==> config.mk <==
export PLATFORM = sky130hd
export DESIGN_NAME = data_bus_bridge
export DESIGN_NICKNAME = d
export VERILOG_FILES = /design/src/rtl/data_bus_bridge.sv
export SDC_FILE = /design/constraint.sdc
export NUM_CORES = 1
export LEC_CHECK = 0
export ABC_AREA = 0
export CAP_MARGIN = 20
export CORE_ASPECT_RATIO = 0.6
export CORE_MARGIN = 1
export CORE_UTILIZATION = 36
export DETAILED_ROUTE_END_ITERATION = 16
export PLACE_DENSITY_LB_ADDON = 0.25
export SYNTH_ARGS = -nofsm -noshare
export SYNTH_HDL_FRONTEND = slang
export SYNTH_SLANG_ARGS = --single-unit
==> constraint.sdc <==
create_clock -name clk -period 1.9 [get_ports clk]
set_clock_uncertainty 0.05 [all_clocks]
set_input_delay 0.285 -clock clk [delete_from_list [all_inputs] [get_ports clk]]
set_output_delay 0.285 -clock clk [all_outputs]
set_load 0.03 [all_outputs]
==> src/rtl/data_bus_bridge.sv <==
// Bridges the core's single-cycle data port to a req/ack memory bus.
// Freezes the core via core_clk_en per access. The m_* outputs and read data are registered.
// Optional DBB_TIMEOUT_EN forces completion with bus_err after TIMEOUT_CYCLES.
module data_bus_bridge #(
    parameter int unsigned TIMEOUT_CYCLES = 256
) (
    input  logic        clk,
    input  logic        async_rst_n,
    input  logic        clk_en_in,
    output logic        core_clk_en,
    input  logic        core_bus_lock,
    input  logic        core_memory_mode,
    input  logic [29:0] core_data_address,
    input  logic [3:0]  core_data_mask,
    input  logic [31:0] core_data_out,
    output logic [31:0] core_data_in,
    output logic        m_req,
    output logic        m_we,
    output logic [29:0] m_addr,
    output logic [3:0]  m_be,
    output logic [31:0] m_wdata,
    input  logic        m_ack,
    input  logic [31:0] m_rdata,
    output logic        bus_err
);

    typedef enum logic [1:0] {IDLE, REQ, DONE} state_t;

    state_t      state;
    logic [31:0] rdata_q;
    logic        tmo_hit;

`ifdef DBB_TIMEOUT_EN
    logic [15:0] tmo_cnt;

    // tmo_cnt counts REQ cycles already elapsed, so the hit lands in the last allowed cycle
    assign tmo_hit = (state == REQ) && (tmo_cnt == 16'(TIMEOUT_CYCLES - 1));

    always_ff @(posedge clk or negedge async_rst_n) begin
        if (!async_rst_n) begin
            tmo_cnt <= 16'd0;
            bus_err <= 1'b0;
        end else begin
            bus_err <= 1'b0;
            if (state == REQ) begin
                tmo_cnt <= tmo_cnt + 16'd1;
                if (tmo_hit && !m_ack)
                    bus_err <= 1'b1;
            end else begin
                tmo_cnt <= 16'd0;
            end
        end
    end
`else
    assign tmo_hit = 1'b0;
    assign bus_err = 1'b0;
`endif

    always_ff @(posedge clk or negedge async_rst_n) begin
        if (!async_rst_n) begin
            state   <= IDLE;
            m_req   <= 1'b0;
            m_we    <= 1'b0;
            m_addr  <= 30'd0;
            m_be    <= 4'd0;
            m_wdata <= 32'd0;
            rdata_q <= 32'd0;
        end else begin
            case (state)
                IDLE: begin
                    if (core_bus_lock && clk_en_in) begin
                        m_req   <= 1'b1;
                        m_we    <= core_memory_mode;
                        m_addr  <= core_data_address;
                        m_be    <= core_data_mask;
                        m_wdata <= core_data_out;
                        state   <= REQ;
                    end
                end
                REQ: begin
                    // An ack arriving with the timeout takes priority over the error path
                    if (m_ack) begin
                        if (!m_we)
                            rdata_q <= m_rdata;
                        m_req <= 1'b0;
                        state <= DONE;
                    end else if (tmo_hit) begin
                        if (!m_we)
                            rdata_q <= 32'hFFFF_FFFF;
                        m_req <= 1'b0;
                        state <= DONE;
                    end
                end
                DONE: begin
                    if (clk_en_in)
                        state <= IDLE;
                end
                default: state <= IDLE;
            endcase
        end
    end

    assign core_clk_en  = clk_en_in && !(core_bus_lock && (state != DONE));
    assign core_data_in = rdata_q;

endmodule

; ---- Word-level counts from Yosys, hierarchy flattened
; Cells that the tools add are included.
[totals]
register_bits = 102
output_inout_bits = 102
word_cells = 31
[classes]
n_eq_ne = 6
mux = 7
n_bitwise = 1
reduce_logical = 10
[op_table]
columns = operator, count
row1 = $reduce_and 3->1, 3
row2 = $ne 2x2->1 const B, 4
row3 = $mux 2, 3
row4 = $pmux 2 s3, 1
row5 = $logic_and 1x1->1, 3
row6 = $eq 2x1->1 const B, 1
row7 = $eq 2x2->1 const B, 1
row8 = $logic_not 2->1, 1
row9 = $mux 1, 2
row10 = $pmux 1 s2, 1
row11 = $reduce_and 2->1, 1
row12 = $reduce_bool 2->1, 1
row13 = $logic_not 1->1, 1
row14 = $not 1->1, 1

; ---- Depth between registers and ports, before layout
; Gate-level depths: netlist (run 1).
[depth]
depth_word = 4
ltp_mapped = 5

; ---- Least setup slack after synthesis (run 1)
; OpenSTA, ideal clock, no wires.
[synth_path]
path_type = register to output
startpoint = register state[0]
endpoint = output port core_clk_en
t_arrival_ns = 1.352
t_required_ns = 1.565
setup_slack_ns = 0.213
stages_incl_launch_ff = 3
path_buffers = 0
path_cell_list = dfrtp_1 or2b_1 a21boi_0
[synth_via]
elab_chain_len = 4
[synth_lines]
columns = element, line_no
row1 = start: declaration, 29  ; state_t state;
row2 = start signal: assignment, 61  ; state <= IDLE;
row3 = start signal: assignment, 77  ; state <= REQ;
row4 = start signal: assignment, 86  ; state <= DONE;
row5 = $ne 2x2->1, 103  ; assign core_clk_en = clk_en_in && !(core_bus_lock && (state != DONE));
row6 = $logic_and 1x1->1, 103
row7 = $logic_not 1->1, 103
row8 = $logic_and 1x1->1, 103
row9 = end: declaration, 10  ; output logic core_clk_en,
; No other way between the ends.

; ---- Worst setup path in the final report (run 1)
[layout_path]
startpoint = register m_we
endpoint = output port m_we
[layout_lines]
columns = element, line_no
row1 = start: declaration, 18  ; output logic m_we,
row2 = start signal: assignment, 73  ; m_we <= core_memory_mode;
; No word-level cell between the ends.

==> results of run 1 <==
## what timing repair did
item | in CTS | in global routing
hold buffers | 1 | 0
hold endpoints to repair | 27 | 0
gates resized for setup | 0 | 0
## worst register-to-register path, cell delays in order, from the launching register on
cell and delay (ns):
dfrtp_1 0.42, and4bb_4 0.41, buf_12 0.23, mux2_2 0.39
## power groups by stage
stage               clock [mW]  sequential, mW  combinational (mW)
floorplan                    0            5.23                1.02
global placement             0            3.50                4.97
detailed placement           0            3.53                5.03
CTS                       1.89            3.50                5.05
global route              1.97            3.62                5.22
finish                    1.82            3.48                5.00
## per-layer routing
metal	GRT usage, %	wire (µm)
met4	4.80	38
met5	0	0
met2	26.6	4280
met1	22.5	4090
met3	8.97	1160
## metrics by stage
| stage | hold slack, ns | utilization, % | power, mW | instances |
|---|---|---|---|---|
| floorplan | -0.0606 | - | 6.25 | 227 |
| global placement | 0.207 | 58.5 | 8.48 | 567 |
| detailed placement | 0.212 | 58.5 | 8.56 | 567 |
| CTS | 0.383 | 61.3 | 10.4 | 583 |
| global route | 0.440 | 61.3 | 10.8 | 583 |
| finish | 0.394 | 61.3 | 10.3 | 583 |
## state kept, by name, indices dropped and copies added (netlist names)
register and cells:
core_data_in 32, m_wdata 32, m_addr 30, m_be 4, state 2, m_req 1
m_we 1
## how the worst max path moves through the flow
stage	from	end	slack (ns)	cells after the start
after floorplan	state[0]	core_clk_en	0.21	2
after global placement	clk_en_in	m_wdata[1]	0.07	4
after detailed placement	clk_en_in	m_addr[24]	0.01	4
after CTS	m_wdata[23]	m_wdata[23]	0.12	1
after global routing	m_wdata[23]	m_wdata[23]	0.08	1
final	m_we	m_we	0.14	1
## Yosys cell counts (all sizes together)
cell | n | share of area [%]
dfrtp | 102 | 65
mux2 | 99 | 30
buf | 12 | 2.4
and4bb | 2 | 0.64
or2b | 2 | 0.38
a211o | 1 | 0.22
a21boi | 1 | 0.19
a21oi | 1 | 0.13
and2b | 1 | 0.19
clkbuf | 1 | 0.13
conb | 1 | 0.095
inv | 1 | 0.095
nand2b | 1 | 0.16
nand3b | 1 | 0.19
o22ai | 1 | 0.16
## final cells by class
cell class	count	area, µm²	area share, %
Inverter	1	3.75	0.0577
Timing Repair Buffer	215	2200	33.8
Tap cell	139	174	2.68
Multi-Input combinational cell	111	1280	19.7
Clock buffer	11	243	3.73
Sequential cell	102	2550	39.3
Clock inverter	4	47.5	0.731
## cell families (layout without fill, tap and decap cells)
| logic type | count (synthesis) | after routing | share of synthesized area (%) |
|---|---|---|---|
| AND/OR/NAND/NOR | 7 | 7 | 1.56 |
| AO/OA/AOI/OAI | 4 | 4 | 0.700 |
| multiplexers | 99 | 99 | 30.1 |
| flip-flops | 102 | 102 | 64.9 |
| other | 1 | 1 | 0.0953 |
| buffers and inverters | 14 | 231 | 2.64 |
==> flow_metrics.env, run 1 <==
export IMPL_outcome="finished, final reports clean"
export IMPL_drive_gt1_share_pct=28.2
export IMPL_area_growth_pct=65.2
export IMPL_ys_seq_elements=102
export IMPL_start_util_pct=37.1
export IMPL_rsz0062_at_grt="false"
export IMPL_rows=29
export IMPL_antenna_found_initial=0
export IMPL_dp_slack_ns=0.0100
export IMPL_clock_sinks=102
export IMPL_htree_levels=3
export IMPL_required_ns=1.56
export IMPL_p_sw_share_pct=36.8
export IMPL_yosysUniqueCellTypes=20
export IMPL_cp_slowest_cell="clkdlybuf4s50_1"
export IMPL_crit_buf_inv=1
export IMPL_combPwrFrac_pct=48.5
export IMPL_regToRegEndpoint="m_wdata[6]"
export IMPL_finalSetupViolCount=0
export IMPL_grt_max_degree=41
export IMPL_drv_slew=0
export IMPL_avgSynthCellArea_um2=17.3
export IMPL_synth_cells=227
export IMPL_gr_total_overflow=0
export IMPL_grt_total_usage_pct=17.7
export IMPL_path_class="reg -> out"
export IMPL_dr_pass1_iters=4
export IMPL_clock_path_buffers=2
export IMPL_yosysSeqAreaShare_pct=64.9
export IMPL_endpoint_kind="output pin"
export IMPL_timing_fmax_mhz=568
export IMPL_fin_area_um2=6500
export IMPL_p_clk_share_pct=17.6
export IMPL_leakagePower_nw=2.69
export IMPL_vias=2640
export IMPL_worstReg2RegStart="state[1]"
export IMPL_arrival_ns=1.43
export IMPL_fillerInstances=799
export IMPL_max_stage_delay_ns=0.71
export IMPL_switchingPower_mw=3.79
export IMPL_wire_per_inst_um=16.4
export IMPL_place_area_um2=6200
export IMPL_tns_ns=0
export IMPL_drcViolationCount=0
export IMPL_final_cell_mix="202 x clkdlybuf4s50_1, 102 x dfrtp_1, 78 x mux2_2"
export IMPL_p_int_mw=6.51
export IMPL_io_pins=206
export IMPL_die_y_um=83.0
export IMPL_rrSetupSlack_ns=0.30
export IMPL_cts_tree="yes"
export IMPL_cts_setup_buffers=0
export IMPL_wl_mm=9.56
export IMPL_grt_pass1_vias=2884
export IMPL_r2r_cells=3
export IMPL_seqPwrFrac_pct=33.8
export IMPL_hpwl_mm=6.97
export IMPL_powerDensity_nw_per_um2=1580
export IMPL_min_path_type="in -> async"
export IMPL_antenna_cells=0
export IMPL_numPortBuffers=204
export IMPL_period_needed_ns=1.76
export IMPL_coreArea_um2=10600
export IMPL_syn_nets=331
export IMPL_worst_slack_ns=0.140
export IMPL_layout_commonest_cell="clkdlybuf4s50_1"
export IMPL_fin_nets=544
export IMPL_post_route_period_util_pct=92.7
export IMPL_crit_chain="clkdlybuf4s50_1"
export IMPL_place_gp_congestion=0.749
export IMPL_ir_drop_v=0.000804
export IMPL_start_kind="flip-flop"
export IMPL_grt_pass1_wl_mm=15.2
export IMPL_hold_viol_final=0
export IMPL_syn_area_um2=3940
export IMPL_yosysWarnings=0
export IMPL_die_w_um=137
export IMPL_cts_buffers=9
export IMPL_ctsRootBufferMaster="clkbuf_16"
export IMPL_path_max_fanout=3
export IMPL_max_cap_viol_count=0
export IMPL_viasPerCell=4.53
export IMPL_drt_iter0_markers=86
export IMPL_cp_top_family="buffers and inverters"
export IMPL_clk_latency_ns=0.33
export IMPL_path_clk_slew_ns=0.06
export IMPL_antenna_left=0
export IMPL_die_area_um2=11400
Power figures use the tool's default switching activity.
==> inputs of run 2 (changes only) <==
--- a/config.mk
+++ b/config.mk
@@ -15,3 +15,4 @@
 export SYNTH_ARGS = -nofsm -noshare
 export SYNTH_HDL_FRONTEND = slang
 export SYNTH_SLANG_ARGS = --single-unit
+export TNS_END_PERCENT = 100
==> constraint.sdc (replaced) <==
create_clock -name clk -period 2.1 [get_ports clk]
set_clock_uncertainty 0.05 [all_clocks]
set_input_delay 0.315 -clock clk [delete_from_list [all_inputs] [get_ports clk]]
set_output_delay 0.315 -clock clk [all_outputs]
set_load 0.03 [all_outputs]
==> run 2 against run 1 <==
The run now ends with negative hold slack left. Non-clock buffer count decreased by 6. Routed wire length is 3.7% lower. Flip-flop and latch count unchanged. Clock-buffer cell count unchanged. Final cell count down 0.86%. Die area stayed put. Critical path depth stayed put. Largest power group unchanged.
==> flow_metrics.env, run 2 (synthesis results as in run 1) <==
export IMPL_cts_setup_buffers=0
export IMPL_rrSetupSlack_ns=0.50
export IMPL_powerDensity_nw_per_um2=1450
export IMPL_crit_buf_inv=1
export IMPL_wire_per_inst_um=15.9
export IMPL_grt_use_met1_pct=21.4
export IMPL_start_kind="flip-flop"
export IMPL_relSlewSlack_pct=61.0
export IMPL_htree_levels=3
export IMPL_area_growth_pct=63.8
export IMPL_leakagePower_nw=2.67
export IMPL_final_cell_mix="202 x clkdlybuf4s50_1, 102 x dfrtp_1, 78 x mux2_2"
export IMPL_cts_tree="yes"
export IMPL_worstReg2RegStart="state[1]"
export IMPL_vias=2634
export IMPL_max_cap_viol_count=0
export IMPL_layout_commonest_cell="clkdlybuf4s50_1"
export IMPL_drt_iter0_markers=88
export IMPL_hold_slack_ns=-0.0611
export IMPL_rsz0062_at_grt="false"
export IMPL_grtUsageMet2_pct=24.9
export IMPL_cp_slowest_cell="clkdlybuf4s50_1"
export IMPL_numPortBuffers=204
export IMPL_clock_sinks=102
export IMPL_hpwl_mm=6.66
export IMPL_grt_pass1_wl_mm=14.6
export IMPL_cts_hold_buf=0
export IMPL_arrival_ns=1.41
export IMPL_endpoint="m_we"
export IMPL_ir_drop_v=0.000809
export IMPL_die_y_um=83.0
export IMPL_power_total_mw=9.34
export IMPL_fin_nets=538
export IMPL_timing_fmax_mhz=562
export IMPL_antenna_left=0
export IMPL_io_pins=206
export IMPL_wl_mm=9.21
export IMPL_drcViolationCount=0
export IMPL_dr_pass1_iters=4
export IMPL_ctsRootBufferMaster="clkbuf_16"
export IMPL_post_route_period_util_pct=84.7
export IMPL_antenna_cells=0
export IMPL_period_needed_ns=1.78
export IMPL_coreArea_um2=10600
export IMPL_ctsResizeCount=0
export IMPL_cp_top_family="buffers and inverters"
export IMPL_clock_path_buffers=2
export IMPL_viasPerCell=4.56
export IMPL_path_clk_slew_ns=0.07
export IMPL_outcome="finished, violations left"
export IMPL_hold_viol_final=28
export IMPL_tns_ns=0
export IMPL_r2r_cells=3
export IMPL_grt_max_degree=103
export IMPL_drive_gt1_share_pct=27.6
export IMPL_place_gp_congestion=0.747
export IMPL_max_stage_delay_ns=0.71
export IMPL_min_path_type="in -> async"
export IMPL_die_w_um=137
export IMPL_violations="negative hold slack"
export IMPL_drv_slew=0
export IMPL_path_max_fanout=3
export IMPL_clk_latency_ns=0.33
export IMPL_start_util_pct=37.1
export IMPL_rows=29
export IMPL_die_area_um2=11400
export IMPL_crit_chain="clkdlybuf4s50_1"
export IMPL_cts_buffers=9
export IMPL_grt_pass1_vias=2788
export IMPL_top_usage_layer="met2"
export IMPL_dp_cells=562
export IMPL_cp_depth=1
export IMPL_finalSetupViolCount=0
export IMPL_postLayoutCoreUtil_pct=60.8
export IMPL_use_met3_pct=9.28
export IMPL_worstMarginPinSlew_ns=0.585
export IMPL_required_ns=1.74
export IMPL_path_class="reg -> out"
export IMPL_gr_total_overflow=0
export IMPL_regToRegEndpoint="m_addr[22]"
export IMPL_crit_start="m_we"
export IMPL_antenna_found_initial=0
export IMPL_instances_no_fill=578
export IMPL_endpoint_kind="output pin"
export IMPL_grt_total_usage_pct=16.9
[run 2: cell count changes in the layout (fill, tap and decap cells not counted), sizes merged]
cell / change
buf: -5
dlygate4sd3: -1
inv: +2
clkinvlp: -1
[run 2: worst reg2reg max path, delay by kind of cell, from the launching register on]
kind	cells	cell delay (ns)
DFF	1	0.41
and+or+nand+nor	1	0.40
muxes	1	0.38
buffers and inverters	1	0.24
[run 2: where the power goes]
group	total [mW]	internal, mW	switching, mW	leakage (nW)
clock	1.70	0.971	0.730	0.151
sequential	3.16	2.75	0.409	1.21
combinational	4.49	2.18	2.31	1.31
total	9.34	5.90	3.45	2.67
[run 2: final cells by class]
| type | count | area (µm²) |
|---|---|---|
| clock inverters | 5 | 65.1 |
| flip-flops and latches | 102 | 2550 |
| fillers | 824 | 4150 |
| clock buffers | 11 | 243 |
| multi-input cells | 111 | 1280 |
| well taps | 139 | 174 |
| inverters | 1 | 3.75 |
| repair buffers | 209 | 2120 |
[run 2: how the worst min path moves through the flow]
stage	endpoint	start	slack, ns
after floorplan	core_data_in[0]	async_rst_n	-0.03
after global placement	m_wdata[1]	async_rst_n	0.37
after detailed placement	m_wdata[4]	async_rst_n	0.38
after CTS	m_wdata[27]	async_rst_n	0.01
after global routing	m_wdata[8]	async_rst_n	0.01
final	m_wdata[3]	async_rst_n	-0.06
[run 2: per-layer routing]
| layer | routed length (µm) | up-vias |
|---|---|---|
| met5 | 0 | - |
| met4 | 79 | 0 |
| met3 | 1170 | 8 |
| met2 | 4000 | 123 |
| met1 | 3960 | 1295 |
| li1 | - | 1208 |
[run 2: through the flow]
| step | worst slack (ns) | instance area (µm²) |
|---|---|---|
| after detailed placement | 0.134 | 6140 |
| after global placement | 0.192 | 6140 |
| after CTS | 0.293 | 6440 |
| after global routing | 0.235 | 6440 |
| final | 0.322 | 6440 |
| after floorplan | 0.383 | 3940 |
==> inputs of run 3 (changes only) <==
==> constraint.sdc (replaced) <==
create_clock -name clk -period 1.7 [get_ports clk]
set_clock_uncertainty 0.05 [all_clocks]
set_input_delay 0.255 -clock clk [delete_from_list [all_inputs] [get_ports clk]]
set_output_delay 0.255 -clock clk [all_outputs]
set_load 0.03 [all_outputs]
==> run 3 against run 2 <==
The run ends with negative setup slack left. Via count is 0.99% higher. Power is 21% higher. Sequential share of layout area is 1.3 points lower. First-iteration DRC count is 11% lower. Global-route usage is 0.61 points higher. Combinational power is 20% higher. Final area is 3.3% higher. Clock-buffer cell count is 1 higher.
==> flow_metrics.env, run 3 (synthesis results as in run 1) <==
export IMPL_final_cell_mix="122 x clkdlybuf4s50_1, 102 x dfrtp_1, 78 x mux2_2"
export IMPL_path_class="reg -> out"
export IMPL_fillerInstances=802
export IMPL_switchingPower_mw=4.20
export IMPL_ctsRootBufferMaster="clkbuf_16"
export IMPL_cts_buffers=9
export IMPL_gr_total_overflow=0
export IMPL_cts_tree="yes"
export IMPL_wire_per_inst_um=16.4
export IMPL_instances_no_fill=586
export IMPL_start_kind="flip-flop"
export IMPL_dr_pass1_iters=2
export IMPL_vias=2660
export IMPL_ir_drop_v=0.000883
export IMPL_outcome="finished, violations left"
export IMPL_postLayoutCoreUtil_pct=62.8
export IMPL_worst_slack_ns=-0.0197
export IMPL_finalSetupViolCount=1
export IMPL_path_clk_slew_ns=0.06
export IMPL_relSlewSlack_pct=64.5
export IMPL_die_w_um=137
export IMPL_grt_total_usage_pct=17.5
export IMPL_worstHoldPathCells=1
export IMPL_grt_max_degree=103
export IMPL_min_path_type="reg -> reg"
export IMPL_drcViolationCount=0
export IMPL_clock_sinks=102
export IMPL_crit_buf_inv=2
export IMPL_place_area_um2=6190
export IMPL_crit_chain="buf_6, or2b_1, a21boi_1, buf_4"
export IMPL_violations="negative setup slack"
export IMPL_dp_slack_ns=-0.130
export IMPL_drive_gt1_share_pct=28.4
export IMPL_io_pins=206
export IMPL_timing_fmax_mhz=582
export IMPL_worstMarginPinSlew_ns=0.532
export IMPL_antenna_left=0
export IMPL_arrival_ns=1.41
export IMPL_numPortBuffers=204
export IMPL_drv_slew=0
export IMPL_p_int_mw=7.08
export IMPL_period_needed_ns=1.72
export IMPL_cp_slowest_cell="dfrtp_1"
export IMPL_start_util_pct=37.1
export IMPL_rsz0062_at_grt="true"
export IMPL_place_gp_congestion=0.756
export IMPL_grt_pass1_vias=2909
export IMPL_required_ns=1.39
export IMPL_die_area_um2=11400
export IMPL_power_total_mw=11.3
export IMPL_viasPerCell=4.54
export IMPL_r2r_cells=4
export IMPL_wl_mm=9.61
export IMPL_multi_input_area_um2=1280
export IMPL_cp_top_family="flip-flops"
export IMPL_coreArea_um2=10600
export IMPL_fin_area_um2=6660
export IMPL_powerDensity_nw_per_um2=1690
export IMPL_layout_commonest_cell="clkdlybuf4s50_1"
export IMPL_area_growth_pct=69.1
export IMPL_max_stage_delay_ns=0.39
export IMPL_register_area_um2=2550
export IMPL_clk_latency_ns=0.33
export IMPL_antenna_cells=0
export IMPL_clock_path_buffers=2
export IMPL_drt_iter0_markers=78
export IMPL_combPwrFrac_pct=47.9
export IMPL_hpwl_mm=7.01
export IMPL_antenna_found_initial=0
export IMPL_rows=29
export IMPL_max_cap_viol_count=0
export IMPL_hold_viol_final=0
export IMPL_p_clk_share_pct=17.8
export IMPL_path_max_fanout=2
export IMPL_fin_nets=547
export IMPL_htree_levels=3
export IMPL_post_route_period_util_pct=101
export IMPL_endpoint_kind="output pin"
export IMPL_p_sw_share_pct=37.2
export IMPL_cp_depth=4
export IMPL_grt_pass1_wl_mm=15.1
export IMPL_dp_cells=568
export IMPL_die_y_um=83.0
export IMPL_seqPwrFrac_pct=34.3
export IMPL_leakagePower_nw=3.34
run 3: worst paths after layout:
path,startpoint,slack (ns),end
setup / recovery,state[0],-0.02,core_clk_en
hold / removal,core_data_in[5],0.44,core_data_in[5]
setup reg to reg,state[0],0.05,m_wdata[4]
hold reg to reg,core_data_in[5],0.44,core_data_in[5]
max in group asynchronous,async_rst_n,0.73,m_we
min in group asynchronous,async_rst_n,0.48,m_wdata[4]
run 3: power by group through the flow:
stage	clock [mW]	sequential (mW)	combinational, mW
2_1_floorplan	0	5.85	1.14
3_3_place_gp	0	3.91	5.56
3_5_place_dp	0	3.95	5.63
4_1_cts	2.09	3.91	5.55
5_1_grt	2.19	4.01	5.66
6_report	2.01	3.87	5.40
run 3: repair_timing:
| action | CTS | global route |
|---|---|---|
| buffers inserted | 2 | 0 |
| resized for setup | 19 | 64 |
| endpoints found under the setup margin | 18 | 70 |
| hold endpoints to repair | 102 | 0 |
| hold buffers | 1 | 0 |
| pin swaps | 1 | 0 |
run 3: layout make-up:
cell class	count	share of cell area [%]
sequential	102	38.4
timing repair buffer	218	35.3
multi-input combinational	111	19.3
clock buffer	12	3.70
tap	139	2.61
clock inverter	3	0.677
inverter	1	0.0564
run 3: through the flow:
step                      hold slack [ns]  setup TNS (ns)
after floorplan                   -0.0906               0
after global placement              0.311           -5.21
after detailed placement            0.316           -6.29
after CTS                           0.441         -0.0334
after global routing                0.463         -0.0817
final                               0.436         -0.0197
run 3: per-layer routing:
metal | up-vias | routed length, µm | track usage [%]
met4 | 0 | 93 | 4.80
met3 | 9 | 1200 | 8.85
li1 | 1226 | - | -
met5 | - | 0 | 0
met1 | 1302 | 3950 | 21.3
met2 | 123 | 4370 | 27.3
